<file path="config.mk">
export PLATFORM = sky130hd
export DESIGN_NAME = prog_loader
export DESIGN_NICKNAME = d
export VERILOG_FILES = /design/src/rtl/loader_pkg.sv /design/src/rtl/uart_rx.sv /design/src/rtl/prog_loader.sv
export SDC_FILE = /design/constraint.sdc
export NUM_CORES = 1
export LEC_CHECK = 0
export ABC_AREA = 1
export CORE_AREA = 2 2 103 105
export CTS_BUF_LIST = sky130_fd_sc_hd__clkbuf_4
export CTS_CLUSTER_SIZE = 30
export DETAILED_ROUTE_END_ITERATION = 10
export DIE_AREA = 0 0 105 107
export GPL_TIMING_DRIVEN = 0
export PLACE_DENSITY = 0.66
export SETUP_SLACK_MARGIN = 0.02
export SYNTH_ARGS = -nofsm -noshare
export SYNTH_HDL_FRONTEND = slang
export SYNTH_HIERARCHICAL = 1
export SYNTH_SLANG_ARGS = --single-unit
</file>
<file path="constraint.sdc">
create_clock -name clk -period 4.5 [get_ports clk]
set_input_delay 0.45 -clock clk [delete_from_list [all_inputs] [get_ports clk]]
set_output_delay 0.45 -clock clk [all_outputs]
set_load 0.1 [all_outputs]
</file>
<file path="src/rtl/loader_pkg.sv">
// Shared encodings and constants for the UART program loader.
package loader_pkg;

    // Number of little-endian header bytes that carry the payload length.
    localparam int unsigned LEN_BYTES  = 4;
    // Downstream instruction word size; the payload is padded up to a multiple of this.
    localparam int unsigned WORD_BYTES = 4;

    typedef enum logic [1:0] {
        R_IDLE,
        R_START,
        R_DATA,
        R_STOP
    } rx_state_t;

    typedef enum logic [1:0] {
        L_LEN,
        L_DATA,
        L_PAD,
        L_DONE
    } ld_state_t;

    // Zero bytes needed to finish the last word, given length[1:0] (only called when non-zero).
    function automatic logic [2:0] pad_bytes(input logic [1:0] len_lo);
        return 3'(WORD_BYTES) - {1'b0, len_lo};
    endfunction

endpackage

</file>
<file path="src/rtl/uart_rx.sv">
// 8N1 UART receiver: 2-flop synchronizer, mid-bit sampling, one-cycle valid strobe.
module uart_rx
    import loader_pkg::*;
#(
    parameter int unsigned CLKS_PER_BIT = 434
) (
    input  logic       clk,
    input  logic       rst,
    input  logic       rx,
    output logic [7:0] data,
    output logic       valid,
    output logic       frame_err
);

    localparam int unsigned CntW    = (CLKS_PER_BIT > 1) ? $clog2(CLKS_PER_BIT) : 1;
    localparam int unsigned HalfBit = (CLKS_PER_BIT > 1) ? CLKS_PER_BIT / 2 : 1;

    rx_state_t       state_q;
    logic            rx_meta_q;
    logic            rx_sync_q;
    logic [CntW-1:0] cnt_q;
    logic [2:0]      bit_q;
    logic [7:0]      shift_q;
    logic [7:0]      data_q;
    logic            valid_q;
    logic            frame_err_q;

    // Synchronizer plus receive FSM; valid pulses the cycle after a good stop-bit sample.
    always_ff @(posedge clk) begin
        if (rst) begin
            state_q     <= R_IDLE;
            rx_meta_q   <= 1'b1;
            rx_sync_q   <= 1'b1;
            cnt_q       <= '0;
            bit_q       <= '0;
            shift_q     <= '0;
            data_q      <= '0;
            valid_q     <= 1'b0;
            frame_err_q <= 1'b0;
        end else begin
            rx_meta_q <= rx;
            rx_sync_q <= rx_meta_q;
            valid_q   <= 1'b0;
            case (state_q)
                R_IDLE: begin
                    cnt_q <= '0;
                    bit_q <= '0;
                    if (!rx_sync_q) state_q <= R_START;
                end
                R_START: begin
                    if (cnt_q == CntW'(HalfBit - 1)) begin
                        cnt_q   <= '0;
                        // A start bit that is high again at mid-bit was a glitch.
                        state_q <= rx_sync_q ? R_IDLE : R_DATA;
                    end else begin
                        cnt_q <= cnt_q + 1'b1;
                    end
                end
                R_DATA: begin
                    if (cnt_q == CntW'(CLKS_PER_BIT - 1)) begin
                        cnt_q   <= '0;
                        shift_q <= {rx_sync_q, shift_q[7:1]};
                        if (bit_q == 3'd7) state_q <= R_STOP;
                        else               bit_q   <= bit_q + 1'b1;
                    end else begin
                        cnt_q <= cnt_q + 1'b1;
                    end
                end
                R_STOP: begin
                    if (cnt_q == CntW'(CLKS_PER_BIT - 1)) begin
                        cnt_q   <= '0;
                        state_q <= R_IDLE;
                        if (rx_sync_q) begin
                            data_q  <= shift_q;
                            valid_q <= 1'b1;
                        end else begin
                            frame_err_q <= 1'b1;
                        end
                    end else begin
                        cnt_q <= cnt_q + 1'b1;
                    end
                end
                default: state_q <= R_IDLE;
            endcase
        end
    end

    assign data      = data_q;
    assign valid     = valid_q;
    assign frame_err = frame_err_q;

endmodule

</file>
<file path="src/rtl/prog_loader.sv">
// Serial program loader: length header, payload bytes, zero padding to a whole word.
module prog_loader
    import loader_pkg::*;
#(
    parameter int unsigned CLKS_PER_BIT = 434,
    parameter int unsigned DEPTH        = 8
) (
    input  logic             clk,
    input  logic             rst,
    input  logic             rx,
    output logic [DEPTH-1:0] byte_out,
    output logic             byte_we,
    output logic             loading,
    output logic             load_done,
    output logic             cpu_rst,
    output logic             frame_err
);

    logic [7:0] rx_data;
    logic       rx_valid;

    uart_rx #(
        .CLKS_PER_BIT(CLKS_PER_BIT)
    ) u_uart_rx (
        .clk      (clk),
        .rst      (rst),
        .rx       (rx),
        .data     (rx_data),
        .valid    (rx_valid),
        .frame_err(frame_err)
    );

    ld_state_t        state_q;
    logic [31:0]      remain_q;   // header shift register in L_LEN, bytes left in L_DATA
    logic [1:0]       len_lo_q;
    logic [1:0]       hdr_cnt_q;
    logic [2:0]       pad_cnt_q;
    logic [DEPTH-1:0] hold_q;
    logic [31:0]      len_full;
    logic             data_we;
    logic             pad_we;

    assign len_full = {rx_data, remain_q[31:8]};
    assign data_we  = (state_q == L_DATA) && rx_valid;
    assign pad_we   = (state_q == L_PAD);

    // Write strobe and byte follow rx_valid in the same cycle; byte_out holds otherwise.
    always_comb begin
        byte_we  = data_we || pad_we;
        byte_out = hold_q;
        if (data_we)     byte_out = DEPTH'(rx_data);
        else if (pad_we) byte_out = '0;
        loading   = ((state_q == L_LEN) && ((hdr_cnt_q != 2'd0) || rx_valid)) ||
                    (state_q == L_DATA) || (state_q == L_PAD);
        load_done = (state_q == L_DONE);
        cpu_rst   = rst || !load_done;
    end

    // Loader FSM: collect length, forward payload, pad, then ignore the line.
    always_ff @(posedge clk) begin
        if (rst) begin
            state_q   <= L_LEN;
            remain_q  <= '0;
            len_lo_q  <= '0;
            hdr_cnt_q <= '0;
            pad_cnt_q <= '0;
            hold_q    <= '0;
        end else begin
            hold_q <= byte_out;
            case (state_q)
                L_LEN: begin
                    if (rx_valid) begin
                        remain_q  <= len_full;
                        hdr_cnt_q <= hdr_cnt_q + 1'b1;
                        if (hdr_cnt_q == 2'(LEN_BYTES - 1)) begin
                            len_lo_q <= len_full[1:0];
                            state_q  <= (len_full == 32'd0) ? L_DONE : L_DATA;
                        end
                    end
                end
                L_DATA: begin
                    if (rx_valid && (remain_q != 32'd0)) begin
                        remain_q <= remain_q - 32'd1;
                        if (remain_q == 32'd1) begin
                            if (len_lo_q == 2'd0) begin
                                state_q <= L_DONE;
                            end else begin
                                pad_cnt_q <= pad_bytes(len_lo_q);
                                state_q   <= L_PAD;
                            end
                        end
                    end
                end
                L_PAD: begin
                    pad_cnt_q <= pad_cnt_q - 3'd1;
                    if (pad_cnt_q == 3'd1) state_q <= L_DONE;
                end
                default: ;
            endcase
        end
    end

endmodule

</file>
; Word-level counts from Yosys, hierarchy flattened
; Index checks and enable logic that the tools add are counted.
; Widths: inputs -> output; s select.
[op_classes]
add_sub_neg = 6
eq_ne = 24
muxes = 31
bitwise_logic = 3
n_reduce_logical = 31
[op_table]
columns = cell, count
row1 = $mux 32, 2
row2 = $pmux 32 s2, 1
row3 = $eq 32x1->1 const B, 1
row4 = $logic_not 32->1, 1
row5 = $reduce_bool 32->1, 1
row6 = $sub 32x1->32 const B, 1
row7 = $pmux 9 s3, 1
row8 = $mux 2, 12
row9 = $mux 9, 2
row10 = $ne 2x1->1 const B, 9
row11 = $mux 8, 2
row12 = $mux 3, 5
row13 = $reduce_and 3->1, 5
row14 = $pmux 3 s2, 2
row15 = $eq 2x2->1 const B, 5
row16 = $add 9x1->9 const B, 1
row17 = $eq 9x8->1 const B, 1
row18 = $eq 9x9->1 const B, 1
row19 = $pmux 2 s4, 1
row20 = $reduce_bool 2->1, 4
row21 = $logic_not 2->1, 3
row22 = $ne 2x2->1 const B, 3
row23 = $pmux 2 s3, 1
row24 = $reduce_and 6->1, 1
row25 = other kinds (18), 29
[word_totals]
regBits = 83
in_bits = 3
output_inout_bits = 13
word_cells = 110

; Longest topological paths before layout
[logic_depth]
ltp_word = 5
depth_mapped = 12

; Cells and area by module
; The synthesis kept the hierarchy.
[modules_own_cells]
columns = module, n_inst, cells_each, area_each_um2
row1 = prog_loader, 1, 567, 3430.8
row2 = uart_rx, 1, 186, 1505.2

; Least setup slack after synthesis
; OpenSTA, ideal clock, no wires.
[synth_path]
path_kind = register to output
startpoint = register, netlist name state_q[1]
endpoint = output loading
arrival_time_ps = 2146
t_required_ps = 4050
path_slack_ps = 1904
path_stages_with_launch = 7
path_buffers = 2
path_cell_list = dfxtp_1 > inv_1 > ha_1 > buf_2 > clkinv_1 > clkbuf_1 > o2111ai_1
[synth_rtl]
columns = element, line_no
row1 = "end, declared", prog_loader.sv:13  ; output logic loading,

; Worst setup path in the final report
[layout_path]
startpoint = input rst
endpoint = output cpu_rst
[layout_via]
elab_chain_len = 1
[layout_lines]
columns = element, line_no
row1 = "start, declared", prog_loader.sv:9  ; input logic rst,
row2 = $logic_or 1x1->1, prog_loader.sv:56  ; cpu_rst = rst || !load_done;
row3 = "end, declared", prog_loader.sv:15  ; output logic cpu_rst,
; No other way between the ends.

==> flow_metrics.env <==
export IMPL_cts_sinks=83
export IMPL_ys_flop_type="dfxtp_1"
export IMPL_cts_max_level=3
export IMPL_ys_async_sr_fraction=0
export IMPL_p_total_mw=1.27
export IMPL_firstDrtPassIters=5
export IMPL_rsz0062_at_grt="no"
export IMPL_cts_tree="yes"
export IMPL_fin_tns_setup_ns=0
export IMPL_core_um2=10100
export IMPL_yosysWarnings=6
export IMPL_worst_skew_pair_late_latency_ns=0.44
export IMPL_skew_ns=0.0240
export IMPL_hold_slack_ns=0.424
export IMPL_cts_hold_buf=0
export IMPL_stdcell_area_um2=5410
export IMPL_synthesis_nets=772
export IMPL_dp_cells=904
export IMPL_slew_headroom=0.349
export IMPL_die_y_um=107
export IMPL_reg2reg_from="state_q[1]$_SDFFE_PP0P_"
export IMPL_clkTransAtPathRegs_ns=0.13
export IMPL_n_antenna_cell=0
export IMPL_drive_gt1_frac=0.111
export IMPL_p_leak_nw=2.36
export IMPL_cts_buffers=9
export IMPL_crit_arrival_ns=3.31
export IMPL_drt_iter0_drc=230
export IMPL_grt_max_degree=17
export IMPL_worstPathMaxFanout=10
export IMPL_grt_pass1_wl_um=20400
export IMPL_holdCritStartpoint="u_uart_rx/rx_meta_q$_SDFF_PP1_"
export IMPL_ys_ff_latch=83
export IMPL_netlist_instances=753
export IMPL_die_w_um=105
export IMPL_rows=37
export IMPL_max_cap_violations=0
export IMPL_start_util=0.489
export IMPL_crit_start="rst"
export IMPL_cts_buffer_depth=2
export IMPL_status="completed"
export IMPL_stdcell_count=920
export IMPL_post_route_period_util=0.836
export IMPL_drc=0
export IMPL_viasPerCell=5.20
export IMPL_crit_slowest_cell="clkdlybuf4s50_1"
export IMPL_post_cts_setup_buffers=0
export IMPL_hold_path_class="flop to flop"
export IMPL_crit_type="input pin to primary output"
export IMPL_synth_seq_area_share=0.337
export IMPL_slowest_delay_ns=1.13
export IMPL_cts_root_buf="clkbuf_4"
export IMPL_cts_resized=0
export IMPL_cp_required_ns=4.05
export IMPL_vias=4786
export IMPL_finalSetupViolations=0
export IMPL_syn_avg_cell_area_um2=6.56
export IMPL_avgRoutedWirePerCell_um=13.5
export IMPL_nFillCells=1064
export IMPL_ios=16
export IMPL_overflow=0
export IMPL_die_area_um2=11200
export IMPL_port_buffers=15
export IMPL_finalMaxSlewViolations=0
export IMPL_post_dp_cell_area_um2=5260
export IMPL_ant_nets=0
export IMPL_cpMostUsedCell="clkdlybuf4s50_1"
export IMPL_period_minus_slack_ns=3.76
export IMPL_ys_types=37
export IMPL_track_usage=0.226
export IMPL_tightest_slew_ns=0.973
export IMPL_crit_path_end_kind="primary output"
export IMPL_ir_drop_v=0.000217
export IMPL_synth_edff_count=0
export IMPL_place_congestion=0.913
export IMPL_antenna_found_initial=0
export IMPL_syn_to_final_growth_pct=9.66
export IMPL_grt_pass1_vias=4441
export IMPL_start_kind="input pin"
export IMPL_finalNetCount=798
export IMPL_path_cells="clkdlybuf4s50_1, clkinv_1, clkbuf_1, nand2_1, clkdlybuf4s50_1"
export IMPL_hold_viol=0
export IMPL_power_density_nw_per_um2=234
export IMPL_netlist_area_um2=4940
export IMPL_max_freq_ghz=0.266
export IMPL_place_hpwl_um=9260
export IMPL_drt_total_wl_um=12400
[registers in the layout, indices dropped and copies added, names as in the netlist, named ones only]
| signal | count |
|---|---|
| remain_q | 32 |
| u_uart_rx/cnt_q | 9 |
| hold_q | 8 |
| u_uart_rx/data | 8 |
| u_uart_rx/shift_q | 8 |
| pad_cnt_q | 3 |
| u_uart_rx/bit_q | 3 |
| hdr_cnt_q | 2 |
| len_lo_q | 2 |
| state_q | 2 |
| u_uart_rx/frame_err | 1 |
| u_uart_rx/rx_meta_q | 1 |
| u_uart_rx/rx_sync_q | 1 |
| u_uart_rx/state_q | 1 |
| u_uart_rx/valid | 1 |
[cells in the mapped netlist, types with 6 or more instances]
library cell,n,area share
a21oi_2,9,0.016
clkbuf_1,8,0.0061
nor2_2,8,0.010
nand3_1,58,0.059
o21ai_0,46,0.047
dfxtp_1,83,0.34
a21oi_1,58,0.059
nand2_1,190,0.14
nand4_1,10,0.013
inv_2,6,0.0046
nand2_2,18,0.023
inv_1,68,0.052
ha_1,16,0.041
nor2_1,120,0.091
[path summary, 6_finish.rpt]
path                                         end  slack [ns]  cells after the start
hold / removal    u_uart_rx/rx_sync_q$_SDFF_PP1_        0.42                      1
setup reg to reg       remain_q[21]$_SDFFE_PP0P_        2.38                     10
hold reg to reg   u_uart_rx/rx_sync_q$_SDFF_PP1_        0.42                      1
setup / recovery                         cpu_rst        0.74                      5
[kinds of logic after synthesis]
family                     after synthesis  synth area share
DFF                                     83             0.337
and+or+nand+nor                        429             0.396
AOI/OAI and AO/OA                      121             0.134
xor gates and xnor gates                 8            0.0142
buffers and inverters                   96            0.0788
adders and majority gates               16            0.0406
[placed cells by master, fill, tap and decap left out, types with 2 or more instances in the layout]
cell             count
nor2_4               4
buf_2                5
nor3_1               4
nand2_2             18
nand3_4              2
o21ai_0             46
inv_1               68
ha_1                16
buf_6                2
nor2_1             120
dfxtp_1             83
nor2_2               8
clkinv_1             2
a21oi_1             58
o21ai_1              3
clkinv_4             3
nor3_2               2
buf_1                3
a21oi_2              9
xor2_1               5
clkbuf_1             8
nand2_1            190
clkdlybuf4s50_1     15
xnor2_1              3
nand4_1             10
or2_2                5
nor2_8               3
nand2_4              2
clkbuf_4             9
inv_2                6
buf_4                2
nand3_1             58
[critical path: cells and delay by family]
kind | cells | cell delay [ns]
AND/OR/NAND/NOR | 1 | 0.12
buffers and inverters | 4 | 2.73
[where the power goes]
group	switching (mW)	total (mW)	internal, mW	leakage (nW)
combinational	0.0356	0.0491	0.0134	1.61
sequential	0.00394	0.742	0.738	0.669
clock	0.298	0.477	0.179	0.0795
[metal layers]
layer / vias to the layer above / global-route usage / routed length (um)
met5: - / 0 / 0
met4: 0 / 0.0962 / 393
met3: 38 / 0.0322 / 562
met2: 117 / 0.394 / 5830
met1: 2163 / 0.278 / 5650
li1: 2468 / - / -
[stage by stage]
step	utilization	setup WS (ns)
2_1_floorplan	-	1.90
4_1_cts	0.536	0.717
6_report	0.536	0.739
5_1_grt	0.536	0.527
3_5_place_dp	0.521	0.728
3_3_place_gp	0.521	0.736
[final cells by class]
type | count | area [um2] | share of cell area
plain buffers | 20 | 104 | 0.0192
clock buffers | 9 | 67.6 | 0.0125
clock inverters | 7 | 88.8 | 0.0164
inverters | 76 | 285 | 0.0527
multi-input cells | 574 | 2890 | 0.533
flip-flops and latches | 83 | 1660 | 0.307
well taps | 136 | 170 | 0.0314
repair buffers | 15 | 150 | 0.0277
No activity file was read; power rests on OpenSTA's default activity.
